===== src/rtl/control_sequencer.sv =====
// control_sequencer: hardwired fetch/execute control unit; define CU_ILLEGAL_TRAP_EN to halt on undefined opcodes
module control_sequencer (
  input  logic        clk,
  input  logic        clr,
  input  logic [31:0] ir,
  input  logic        stop,
  output logic        Pout,
  output logic        Pen,
  output logic        IncPC,
  output logic        MARen,
  output logic        MDRen,
  output logic        Read,
  output logic        Write,
  output logic        MDROut,
  output logic        IRen,
  output logic        Yen,
  output logic        ZLOen,
  output logic        ZLOout,
  output logic        HIout,
  output logic        LOout,
  output logic        Cout,
  output logic        BAout,
  output logic        Gra,
  output logic        Grb,
  output logic        Grc,
  output logic        Rin,
  output logic        Rout,
  output logic [4:0]  alu_control,
  output logic        run,
  output logic        illegal_op
);
  typedef enum logic [3:0] {RST, T0, T1, T2, T3, T4, T5, T6, T7, HALTED} state_t;
  state_t state, nxt, fin, bad_next;
  logic [4:0] opcode;
  logic is_ld, is_st, is_alu, is_addi, is_mfhi, is_mflo, is_nop, is_halt;
  logic arith, mem, mf, known;
  logic unused_ir;
  assign opcode  = ir[31:27];
  assign unused_ir = ^ir[26:0];
  assign is_ld   = opcode == 5'b00000;
  assign is_st   = opcode == 5'b00010;
  assign is_alu  = opcode inside {5'b00011, 5'b00100, 5'b00101, 5'b00110};
  assign is_addi = opcode == 5'b01100;
  assign is_mfhi = opcode == 5'b11000;
  assign is_mflo = opcode == 5'b11001;
  assign is_nop  = opcode == 5'b11010;
  assign is_halt = opcode == 5'b11011;
  assign arith   = is_alu | is_addi;
  assign mem     = is_ld | is_st;
  assign mf      = is_mfhi | is_mflo;
  assign known   = arith | mem | mf | is_nop | is_halt;
  assign fin     = stop ? HALTED : T0;
  assign run     = state != RST && state != HALTED;
`ifdef CU_ILLEGAL_TRAP_EN
  assign bad_next   = HALTED;
  assign illegal_op = state == HALTED && !known;
`else
  assign bad_next   = fin;
  assign illegal_op = 1'b0;
`endif
  // state register; clr forces RST at any time
  always_ff @(posedge clk or posedge clr)
    if (clr) state <= RST;
    else     state <= nxt;
  // next state: stop is honoured only in each instruction's last step
  always_comb begin
    nxt = state;
    case (state)
      RST:    nxt = T0;
      T0:     nxt = T1;
      T1:     nxt = T2;
      T2:     nxt = is_halt ? HALTED : (arith | mem | mf) ? T3 : known ? fin : bad_next;
      T3:     nxt = mf ? fin : T4;
      T4:     nxt = T5;
      T5:     nxt = mem ? T6 : fin;
      T6:     nxt = T7;
      T7:     nxt = fin;
      HALTED: nxt = HALTED;
      default: nxt = RST;
    endcase
  end
  // control strobes per step, qualified by opcode class
  always_comb begin
    {Pout, Pen, IncPC, MARen, MDRen, Read, Write, MDROut, IRen, Yen, ZLOen} = '0;
    {ZLOout, HIout, LOout, Cout, BAout, Gra, Grb, Grc, Rin, Rout} = '0;
    alu_control = '0;
    case (state)
      T0: {Pout, MARen, IncPC, Pen} = '1;
      T1: {Read, MDRen} = '1;
      T2: {MDROut, IRen} = '1;
      T3: begin
        Grb   = arith | mem;
        Rout  = arith;
        BAout = mem;
        Yen   = arith | mem;
        HIout = is_mfhi;
        LOout = is_mflo;
        Gra   = mf;
        Rin   = mf;
      end
      T4: begin
        Grc         = is_alu;
        Rout        = is_alu;
        Cout        = is_addi | mem;
        ZLOen       = 1'b1;
        alu_control = is_alu ? opcode : 5'b00011;
      end
      T5: begin
        ZLOout = 1'b1;
        Gra    = arith;
        Rin    = arith;
        MARen  = mem;
      end
      T6: begin
        Read  = is_ld;
        MDRen = 1'b1;
        Gra   = is_st;
        Rout  = is_st;
      end
      T7: begin
        MDROut = is_ld;
        Gra    = is_ld;
        Rin    = is_ld;
        Write  = is_st;
      end
      default: ;
    endcase
  end
endmodule


===== config.mk =====
export PLATFORM = sky130hd
export DESIGN_NAME = control_sequencer
export DESIGN_NICKNAME = d
export VERILOG_FILES = /design/src/rtl/control_sequencer.sv
export SDC_FILE = /design/constraint.sdc
export NUM_CORES = 1
export LEC_CHECK = 0
export BUFFER_PORTS_ARGS = -buffer_cell sky130_fd_sc_hd__buf_2
export CAP_MARGIN = 25
export CORE_MARGIN = 5
export CORE_UTILIZATION = 39
export CTS_CLUSTER_SIZE = 12
export DETAILED_ROUTE_END_ITERATION = 10
export HOLD_SLACK_MARGIN = 0.08
export PLACE_DENSITY = 0.91
export SLEW_MARGIN = 25
export SYNTH_ARGS = -nofsm -noshare
export SYNTH_HDL_FRONTEND = slang
export SYNTH_SLANG_ARGS = --single-unit

===== constraint.sdc =====
create_clock -name clk -period 3.65 [get_ports clk]
set_input_delay 0.9125 -clock clk [delete_from_list [all_inputs] [get_ports clk]]
set_output_delay 0.9125 -clock clk [all_outputs]
set_load 0.02 [all_outputs]

# Word level (Yosys, flattened, before mapping)
# Index checks and enable logic that the tools add are counted.
[classes]
n_lt_le_gt_ge = 0
div = 0
addsub = 0
n_eq_ne = 19
muxes = 26
n_reduce_logical = 6
shifts = 0
bitwise = 6
multipliers = 0
[op_table]
columns = ["operator", "count"]
rows = [
  ["$pmux W4 S10", 1],
  ["$mux W4", 5],
  ["$eq A4 B3 Y1 const B", 4],
  ["$eq A5 B3 Y1 const B", 3],
  ["$eq A5 B5 Y1 const B", 3],
  ["$mux W1", 12],
  ["$eq A5 B2 Y1 const B", 2],
  ["$mux W5", 2],
  ["$eq A4 B2 Y1 const B", 2],
  ["$eq A4 B4 Y1 const B", 2],
  ["$reduce_bool A4 Y1", 2],
  ["$or A1 B1 Y1", 6],
  ["$pmux W1 S2", 3],
  ["$pmux W1 S3", 2],
  ["$eq A5 B4 Y1 const B", 1],
  ["$logic_not A5 Y1", 1],
  ["$eq A4 B1 Y1 const B", 1],
  ["$logic_not A4 Y1", 1],
  ["$ne A4 B4 Y1 const B", 1],
  ["$pmux W1 S4", 1],
  ["$reduce_or A2 Y1", 1],
  ["$logic_and A1 B1 Y1", 1],
]
[word_totals]
latchBits = 0
mem_bits_ro = 0
mem_count = 0
in_bits = 35
ramBits = 0
regBits = 4
output_inout_bits = 28
wordCells = 58

# Depth between registers and ports, before layout
# Gate-level depths: netlist (run 1).
[logic_depth]
word_depth = 8
ltp_mapped = 5
depth_no_buf = 4

# Least setup slack after synthesis (run 1)
# Ideal clock, no wire load.
[synth_path]
kind = "input port to output port"
start = "input port ir[29]"
end = "output port Cout"
path_stages = 3
required_ns = 2.738
path_slack_ns = 0.258
t_arrival_ns = 2.480
path_buffers = 1
path_cell_list = "buf_2 or2_2 a2111oi_0"
[synth_between]
elab_chain_len = 4
elab_cells_between_ends = 6
classes_between = "eq/ne (2); mux (1); bitwise (2); reduce/logical (1)"
[synth_lines]
columns = ["item", "line_no", "source"]
rows = [
  ["from (decl)", "5", "input logic [31:0] ir,"],
  ["$eq A5 B2 Y1 or $logic_not A5 Y1 (tied branches)", "41, 40", ""],
  ["$or A1 B1 Y1", "49", "assign mem = is_ld | is_st;"],
  ["$or A1 B1 Y1 *", "104", "Cout = is_addi | mem;"],
  ["$mux W1 *", "87", "case (state)"],
  ["to (decl)", "21", "output logic Cout,"],
]
# Mark *: on every way between the ends. The rest lies on a longest branch, timed or not.

# Final worst setup path (run 1)
[layout_path]
start = "input port ir[31]"
end = "output port Read"
[layout_between]
elab_chain_len = 2
[layout_lines]
columns = ["item", "line_no", "source"]
rows = [
  ["$logic_not A5 Y1", "40", "assign is_ld = opcode == 5'b00000;"],
  ["$pmux W1 S2", "87", ""],
  ["to (decl)", "12", "output logic Read,"],
]
# Every way passes these cells.

==> results of run 1 <==
-- through the flow --
stage,area (um^2),worst slack [ns],power (W)
global route,799.5,0.3210,0.0005459
CTS,799.5,0.4229,0.0005032
detailed placement,777.0,0.4291,0.0004488
finish,799.5,0.4152,0.0005017
global placement,777.0,0.4380,0.0004418
floorplan,673.1,0.2577,0.0003805
-- placed cells by master, fill, tap and decap left out, drive strengths merged, types with 2 or more instances in the layout --
master,n
a21oi,4
a31oi,2
and2,2
buf,32
clkbuf,3
conb,3
dfrtp,4
inv,7
nand2,9
nand2b,4
nand3b,2
nor2,8
nor2b,2
nor3,3
o21ai,2
or2,3
or4b,2
xnor2,2
-- final timing paths --
check	startpoint	end	cells after the start
max	ir[31]	Read	5
min	clr	state[3]$_DFF_PP0_	2
max reg2reg	state[0]$_DFF_PP0_	state[3]$_DFF_PP0_	4
min reg2reg	state[3]$_DFF_PP0_	state[1]$_DFF_PP0_	1
max in group asynchronous	clr	state[0]$_DFF_PP0_	2
min in group clk	state[3]$_DFF_PP0_	state[1]$_DFF_PP0_	1
-- worst max-delay path, delay by kind of cell --
kind            cells  cell delay (ns)
simple gates        2             0.94
buf+inv             2             0.32
compound gates      1             0.14
-- where the power goes --
part	internal (W)	leakage [nW]	switching, W
Sequential	0.0000636	0.0506	0.0000503
Clock	0.0000366	0.0138	0.0000161
Combinational	0.000129	0.345	0.000206
-- logic make-up after synthesis --
kind of cell	Yosys count	synth area share (%)
AOI/OAI and AO/OA	18	18.99
xor gates and xnor gates	3	3.948
adders and majority gates	1	1.504
buffers and inverters	20	15.60
DFF	4	15.04
other	1	0.5634
and+or+nand+nor	47	44.36
-- area by class of cell --
cell class                 count  share of cell area (%)
timing repair buffer          32                   20.03
sequential                     4                   12.52
inverter                       7                   3.286
clock buffer                   3                   2.817
tap                           17                   2.660
multi-input combinational     72                   58.69
-- per-layer routing --
| metal | wire [um] | part of all wire, % |
|---|---|---|
| met5 | 0 | 0 |
| met4 | 21 | 1.2 |
| met3 | 138 | 7.9 |
| met2 | 880 | 50 |
| met1 | 714 | 41 |
==> flow_summary.toml, run 1 <==
[global_route]
grt_use_met3_pct = 2.915
grt_use_met2_pct = 25.32
grtUsageTotal_pct = 14.56
grt_max_degree = 16
grt.busiest_layer = "met2"
grt_pass1_vias = 698
globalRouteMet1Util_pct = 17.08
grt_antenna_before_repair = 0
grt_overflow_total = 0
grt_first_pass_wirelength_mm = 2.960

[timing]
hold_viol = 0
setup_viol_count_final = 0
tns_ns = 0
slew_headroom_pct = 58.80
whs_ns = 0.5497
maxSlewViolCount = 0
finClkSkew_ns = 0.0001292
tightest_slew_ns = 0.6094
finalCritPeriodShare_pct = 88.63
fin_crit_ns = 3.235
max_freq_ghz = 0.3091
rsz0062_at_grt = "no"

[worst_setup_path]
path_class = "in2out"
cp-start-kind = "input pin"
cp_common_cell = "buf_2"
cp.arrival_ns = 2.32
path_cells = "buf_2 > or4_4 > or3_1 > a21oi_1 > buf_2"
slowest_delay_ns = 0.58
critPathSlowestCell = "or4_4"
required_ns = 2.74
cp-end-kind = "output port"
r2r_setup_slack_ns = 1.82
critPathMaxFanout = 7

[synthesis]
synth.top_cells.by_count = "nand2_1 (9), nor2_1 (8), inv_1 (7)"
syn_inst = 94
yosysSeqAreaShare_pct = 15.04
netlist-cell-type-count = 45
synth_top_flop_cell = "dfrtp_1"
yosys_register_bits = 4
yosys.area.top_type_share_pct = 15.04
syn-cell-area_um2 = 665.6
yosysTopAreaCell = "dfrtp_1"
synth-edff-count = 0
synth_most_common_cell = "nand2_1"
yosysWarnings = 0
async_flop_share_pct = 100.0
synth_area_per_cell_um2 = 7.081
yosys-top-cells-area = "dfrtp_1 (15%), buf_4 (6.8%), nand2_1 (5.1%)"

[die]
ios = 63
die_y_um = 51.32
die_area_mm2 = 0.002633
chipWidth_um = 51.32
fp.coreArea_mm2 = 0.001670
row_count = 15
start_util_pct = 39.85

[place]
place_inst = 132
gp_routability_congestion = 0.8497
numPortBuffers = 32
place_hpwl_mm = 1.415

[route]
drt_iter0_drc = 19
wirelength_mm = 1.754
ant_nets = 0
num_vias = 764
drt-pass1-iter-count = 4
via_per_inst = 5.659
routedWlPerCell_um = 12.99
drc = 0

[layout]
seq_area_um2 = 100.1
insertedDiodeCount = 0
fin_cells = 135
final_nets = 155
multi_input_area_um2 = 469.2
syn2layout_area_growth_pct = 20.11
fillCellCount = 173
regMostFlops = "state"
largest_reg_flops = 4
drive_above_1_share_pct = 35.59
reg.largest.list = "state x4"
fin_util_pct = 47.87

[flow_run]
cap_violations = 0

[status]
run_status = "finished clean"

[pwr]
p_per_area_mw_per_mm2 = 627.4
vdd_drop_max_mv = 0.1958
p_leak_nw = 0.4090

[clock_network]
htree_levels = 1
path_clk_slew_ns = 0.04
cts_buffers = 3
cts.sinks = 4
clk_latency_ns = 0.23
post_cts_resized = 0
ctsHoldBuffers = 0
ctsRootBufferMaster = "clkbuf_4"
cts_tree = "done"
postCtsSetupBuffers = 0
cts.path.max_buffers = 2

[hold_path]
hp-class = "in2async"
No activity file was read; power rests on OpenSTA's default activity.
==> run 2: changes to the inputs <==
--- a/config.mk
+++ b/config.mk
@@ -13,6 +13,7 @@
 export DETAILED_ROUTE_END_ITERATION = 10
 export HOLD_SLACK_MARGIN = 0.08
 export PLACE_DENSITY = 0.91
+export REMOVE_ABC_BUFFERS = 1
 export SLEW_MARGIN = 25
 export SYNTH_ARGS = -nofsm -noshare
 export SYNTH_HDL_FRONTEND = slang
==> flow_summary.toml, run 2 (synthesis results as in run 1) <==
[global_route]
grt_overflow_total = 0
grtUsageTotal_pct = 13.18
grt_first_pass_wirelength_mm = 2.711
grt_pass1_vias = 669
grt_use_met3_pct = 2.624
grt_use_met2_pct = 23.18
grt.busiest_layer = "met2"
globalRouteMet1Util_pct = 13.93
grt_max_degree = 16
grt_antenna_before_repair = 0

[pwr]
p_clk_share_pct = 10.5
p_per_area_mw_per_mm2 = 634.6
finalPower_w = 0.0005074
vdd_drop_max_mv = 0.3846
seq_power_share_pct = 22.7
p_comb_share_pct = 66.9
swShare_pct = 54.73
power_switching_w = 0.0002777
p_int_w = 0.0002297
p_leak_nw = 0.4090

[worst_setup_path]
slowest_delay_ns = 0.58
path_class = "in2out"
startpoint = "ir[31]"
crit_cells = 5
path_cells = "buf_2 > or4_4 > or3_1 > a21oi_1 > buf_2"
r2r_start = "state[0]$_DFF_PP0_"
cp-end-kind = "output port"
required_ns = 2.74
critPathSlowestCell = "or4_4"
cp-start-kind = "input pin"
cp_top_family = "simple AND/OR/NAND/NOR gates"
r2r_setup_slack_ns = 1.93
r2r_end = "state[3]$_DFF_PP0_"
cp.arrival_ns = 2.35
cp_common_cell = "buf_2"
critPathMaxFanout = 7
crit_end = "Read"
crit_buf_inv = 2
ff2ff_path_depth = 4

[route]
drt-pass1-iter-count = 4
via_per_inst = 5.378
routedWlPerCell_um = 12.99
wirelength_mm = 1.753
drt_iter0_drc = 6
num_vias = 726
ant_nets = 0
drc = 0

[layout]
final_nets = 155
reg.largest.list = "state x4"
insertedDiodeCount = 0
drive_above_1_share_pct = 35.59
mostFrequentLayoutCell = "buf_2"
regMostFlops = "state"
syn2layout_area_growth_pct = 20.11
most-common-layout-cells = "buf_2 (32), nand2_1 (9), nor2_1 (8), inv_1 (7)"
largest_reg_flops = 4

[die]
die_y_um = 51.32
chipWidth_um = 51.32
start_util_pct = 39.85
die_area_mm2 = 0.002633
fp.coreArea_mm2 = 0.001670
ios = 63
row_count = 15

[timing]
rsz0062_at_grt = "no"
slew_headroom_pct = 65.34
maxSlewViolCount = 0
tightest_slew_ns = 0.5126
max_freq_ghz = 0.3070
hold_viol = 0
finClkSkew_ns = 0.001348
finalCritPeriodShare_pct = 89.25
fin_ws_ns = 0.3924
fin_crit_ns = 3.258
setup_viol_count_final = 0
tns_ns = 0

[clock_network]
path_clk_slew_ns = 0.04
postCtsSetupBuffers = 0
cts_buffers = 3
ctsRootBufferMaster = "clkbuf_4"
htree_levels = 1
ctsHoldBuffers = 0
cts.sinks = 4
cts_tree = "done"
post_cts_resized = 0
clk_latency_ns = 0.23
cts.path.max_buffers = 2

[status]
run_status = "finished clean"

[place]
gp_routability_congestion = 0.7929
dp_slack_ns = 0.4236
numPortBuffers = 32
place_hpwl_mm = 1.452

[hold_path]
hp-class = "in2async"

[flow_run]
cap_violations = 0
run 2: cell counts in the layout (fill, tap and decap cells not counted):
No cell type changed its count.
run 2: power groups by stage:
stage | Combinational (W) | Clock [W] | Sequential, W
after global placement | 0.000330 | 0 | 0.000111
after floorplan | 0.000240 | 0 | 0.000101
after global routing | 0.000365 | 0.0000595 | 0.000120
after detailed placement | 0.000340 | 0 | 0.000114
after CTS | 0.000340 | 0.0000565 | 0.000113
final | 0.000339 | 0.0000531 | 0.000115
run 2: final cells by class:
cell class              instances  area, um^2
repair buffers                 32       160.2
well taps                      17       21.27
flip-flops and latches          4       100.1
clock buffers                   3       22.52
multi-input cells              72       469.2
inverters                       7       26.28
fillers                       173       870.8
run 2: how the worst min path moves through the flow:
stage,endpoint,startpoint,cells past startpoint
finish,state[3]$_DFF_PP0_,clr,2
global route,state[3]$_DFF_PP0_,clr,2
CTS,state[1]$_DFF_PP0_,clr,2
detailed placement,state[1]$_DFF_PP0_,state[3]$_DFF_PP0_,1
global placement,state[1]$_DFF_PP0_,state[3]$_DFF_PP0_,1
floorplan,state[1]$_DFF_PP0_,state[3]$_DFF_PP0_,1
run 2: layer usage:
metal  wire length (um)  share of wire [%]  vias up
met4                  0                  0        0
met5                  0                  0        -
met1                688                 39      329
li1                   -                  -      375
met2                941                 54       22
met3                123                7.0        0
run 2: per-stage QoR:
stage / hold WS, ns / instance area (um^2) / util, % / std cells
floorplan: 0.5511 / 595.6 / - / 83
detailed placement: 0.6190 / 777.0 / 46.52 / 132
global route: 0.5630 / 799.5 / 47.87 / 135
CTS: 0.5471 / 799.5 / 47.87 / 135
global placement: 0.6095 / 777.0 / 46.52 / 132
finish: 0.5489 / 799.5 / 47.87 / 135
==> run 3: changes to the inputs <==
--- a/config.mk
+++ b/config.mk
@@ -5,14 +5,15 @@
 export SDC_FILE = /design/constraint.sdc
 export NUM_CORES = 1
 export LEC_CHECK = 0
-export BUFFER_PORTS_ARGS = -buffer_cell sky130_fd_sc_hd__buf_2
 export CAP_MARGIN = 25
-export CORE_MARGIN = 5
-export CORE_UTILIZATION = 39
+export CORE_AREA = 5 5 42 44
 export CTS_CLUSTER_SIZE = 12
 export DETAILED_ROUTE_END_ITERATION = 10
+export DIE_AREA = 0 0 47 49
+export DONT_BUFFER_PORTS = 1
 export HOLD_SLACK_MARGIN = 0.08
-export PLACE_DENSITY = 0.91
+export MAX_ROUTING_LAYER = met4
+export PLACE_DENSITY = 0.71
 export REMOVE_ABC_BUFFERS = 1
 export SLEW_MARGIN = 25
 export SYNTH_ARGS = -nofsm -noshare
==> flow_summary.toml, run 3 (synthesis results as in run 1) <==
[timing]
tns_ns = 0
tightest_slew_ns = 0.7292
finClkSkew_ns = 0.002982
max_freq_ghz = 0.3143
maxSlewViolCount = 0
finalCritPeriodShare_pct = 87.17
fin_crit_ns = 3.182
hold_viol = 0
slew_headroom_pct = 51.21
setup_viol_count_final = 0
rsz0062_at_grt = "no"

[layout]
insertedDiodeCount = 0
final_nets = 127
reg.largest.list = "state x4"
most-common-layout-cells = "nand2_1 (9), nor2_1 (8), inv_1 (7)"
largest_reg_flops = 4
syn2layout_area_growth_pct = 1.316
fillCellCount = 149
mostFrequentLayoutCell = "nand2_1"
regMostFlops = "state"
fin_util_pct = 48.13
fin_cells = 106
drive_above_1_share_pct = 16.67

[clock_network]
clk_latency_ns = 0.24
postCtsSetupBuffers = 0
cts_tree = "done"
path_clk_slew_ns = 0.04
post_cts_resized = 0
cts.path.max_buffers = 2
cts.sinks = 4
cts_buffers = 3
ctsRootBufferMaster = "clkbuf_4"
ctsHoldBuffers = 0
htree_levels = 1

[route]
via_per_inst = 6.160
drt_iter0_drc = 10
wirelength_mm = 1.677
routedWlPerCell_um = 15.82
drc = 0
drt-pass1-iter-count = 4
num_vias = 653
ant_nets = 0

[worst_setup_path]
cp.arrival_ns = 2.27
path_class = "in2out"
path_cells = "or4_4 > nor3_1 > a311o_1 > nand2b_1"
critPathSlowestCell = "or4_4"
cp_top_family = "simple AND/OR/NAND/NOR gates"
cp-end-kind = "output port"
slowest_delay_ns = 0.56
critPathMaxFanout = 7
crit_buf_inv = 0
required_ns = 2.74
cp-start-kind = "input pin"

[pwr]
swShare_pct = 56.57
p_int_w = 0.0002011
p_leak_nw = 0.2743
vdd_drop_max_mv = 0.3239
p_clk_share_pct = 12.1
power_switching_w = 0.0002620
seq_power_share_pct = 25.4
p_comb_share_pct = 62.5
p_per_area_mw_per_mm2 = 686.7

[die]
die_y_um = 49
die_area_mm2 = 0.002303
start_util_pct = 47.50
row_count = 14
fp.coreArea_mm2 = 0.001401
ios = 63
chipWidth_um = 47

[flow_run]
cap_violations = 0

[place]
place_hpwl_mm = 1.316
numPortBuffers = 0
place_inst = 103
gp_routability_congestion = 0.8441

[status]
run_status = "finished clean"

[global_route]
grt_antenna_before_repair = 0
grt_max_degree = 16
grt_overflow_total = 0
grtUsageTotal_pct = 16.39
grt_first_pass_wirelength_mm = 2.732
grt_pass1_vias = 618

[hold_path]
hp-class = "in2async"
[run 3: changes by cell type in the layout (fill, tap and decap cells not counted), sizes merged]
cell,change
buf,-28
[run 3: through the flow]
step	total power [W]	setup slack [ns]	cell area [um^2]	hold slack (ns)
6_report	0.0004631	0.4682	674.4	0.4400
3_5_place_dp	0.0004067	0.4407	651.9	0.6266
5_1_grt	0.0004985	0.3769	674.4	0.4397
3_3_place_gp	0.0004005	0.4524	651.9	0.6212
4_1_cts	0.0004641	0.4409	674.4	0.4424
2_1_floorplan	0.0003417	0.4106	595.6	0.5511
[run 3: layer usage]
| metal | wire length [um] | part of all wire, % | GRT usage [%] |
|---|---|---|---|
| met5 | 0 | 0 | - |
| met4 | 19 | 1.1 | 5.991 |
| met2 | 746 | 44 | 22.85 |
| met1 | 710 | 42 | 20.00 |
| met3 | 200 | 12 | 8.118 |
[run 3: final timing paths]
path                                          from                  to  slack [ns]  depth (start not counted)
worst min register to register  state[3]$_DFF_PP0_  state[1]$_DFF_PP0_        0.63                          1
worst max register to register  state[0]$_DFF_PP0_  state[3]$_DFF_PP0_        1.94                          4
worst max-delay path                        ir[31]                 Gra        0.47                          4
worst min-delay path                           clr  state[1]$_DFF_PP0_        0.44                          1
min in group clk                state[3]$_DFF_PP0_  state[1]$_DFF_PP0_        0.63                          1
max in group asynchronous                      clr  state[2]$_DFF_PP0_        3.06                          1
[run 3: final cells by class]
cell class | instances | area [um^2] | area share (%)
clock buffers | 3 | 22.52 | 3.340
repair buffers | 4 | 30.03 | 4.453
inverters | 7 | 26.28 | 3.896
flip-flops and latches | 4 | 100.1 | 14.84
well taps | 16 | 20.02 | 2.968
multi-input cells | 72 | 475.5 | 70.50
[run 3: power groups by stage]
stage | combinational [W] | clock, W | sequential [W]
after CTS | 0.000291 | 0.0000570 | 0.000116
after global routing | 0.000311 | 0.0000630 | 0.000124
final | 0.000289 | 0.0000559 | 0.000118
after global placement | 0.000285 | 0 | 0.000115
after detailed placement | 0.000290 | 0 | 0.000116
after floorplan | 0.000240 | 0 | 0.000101
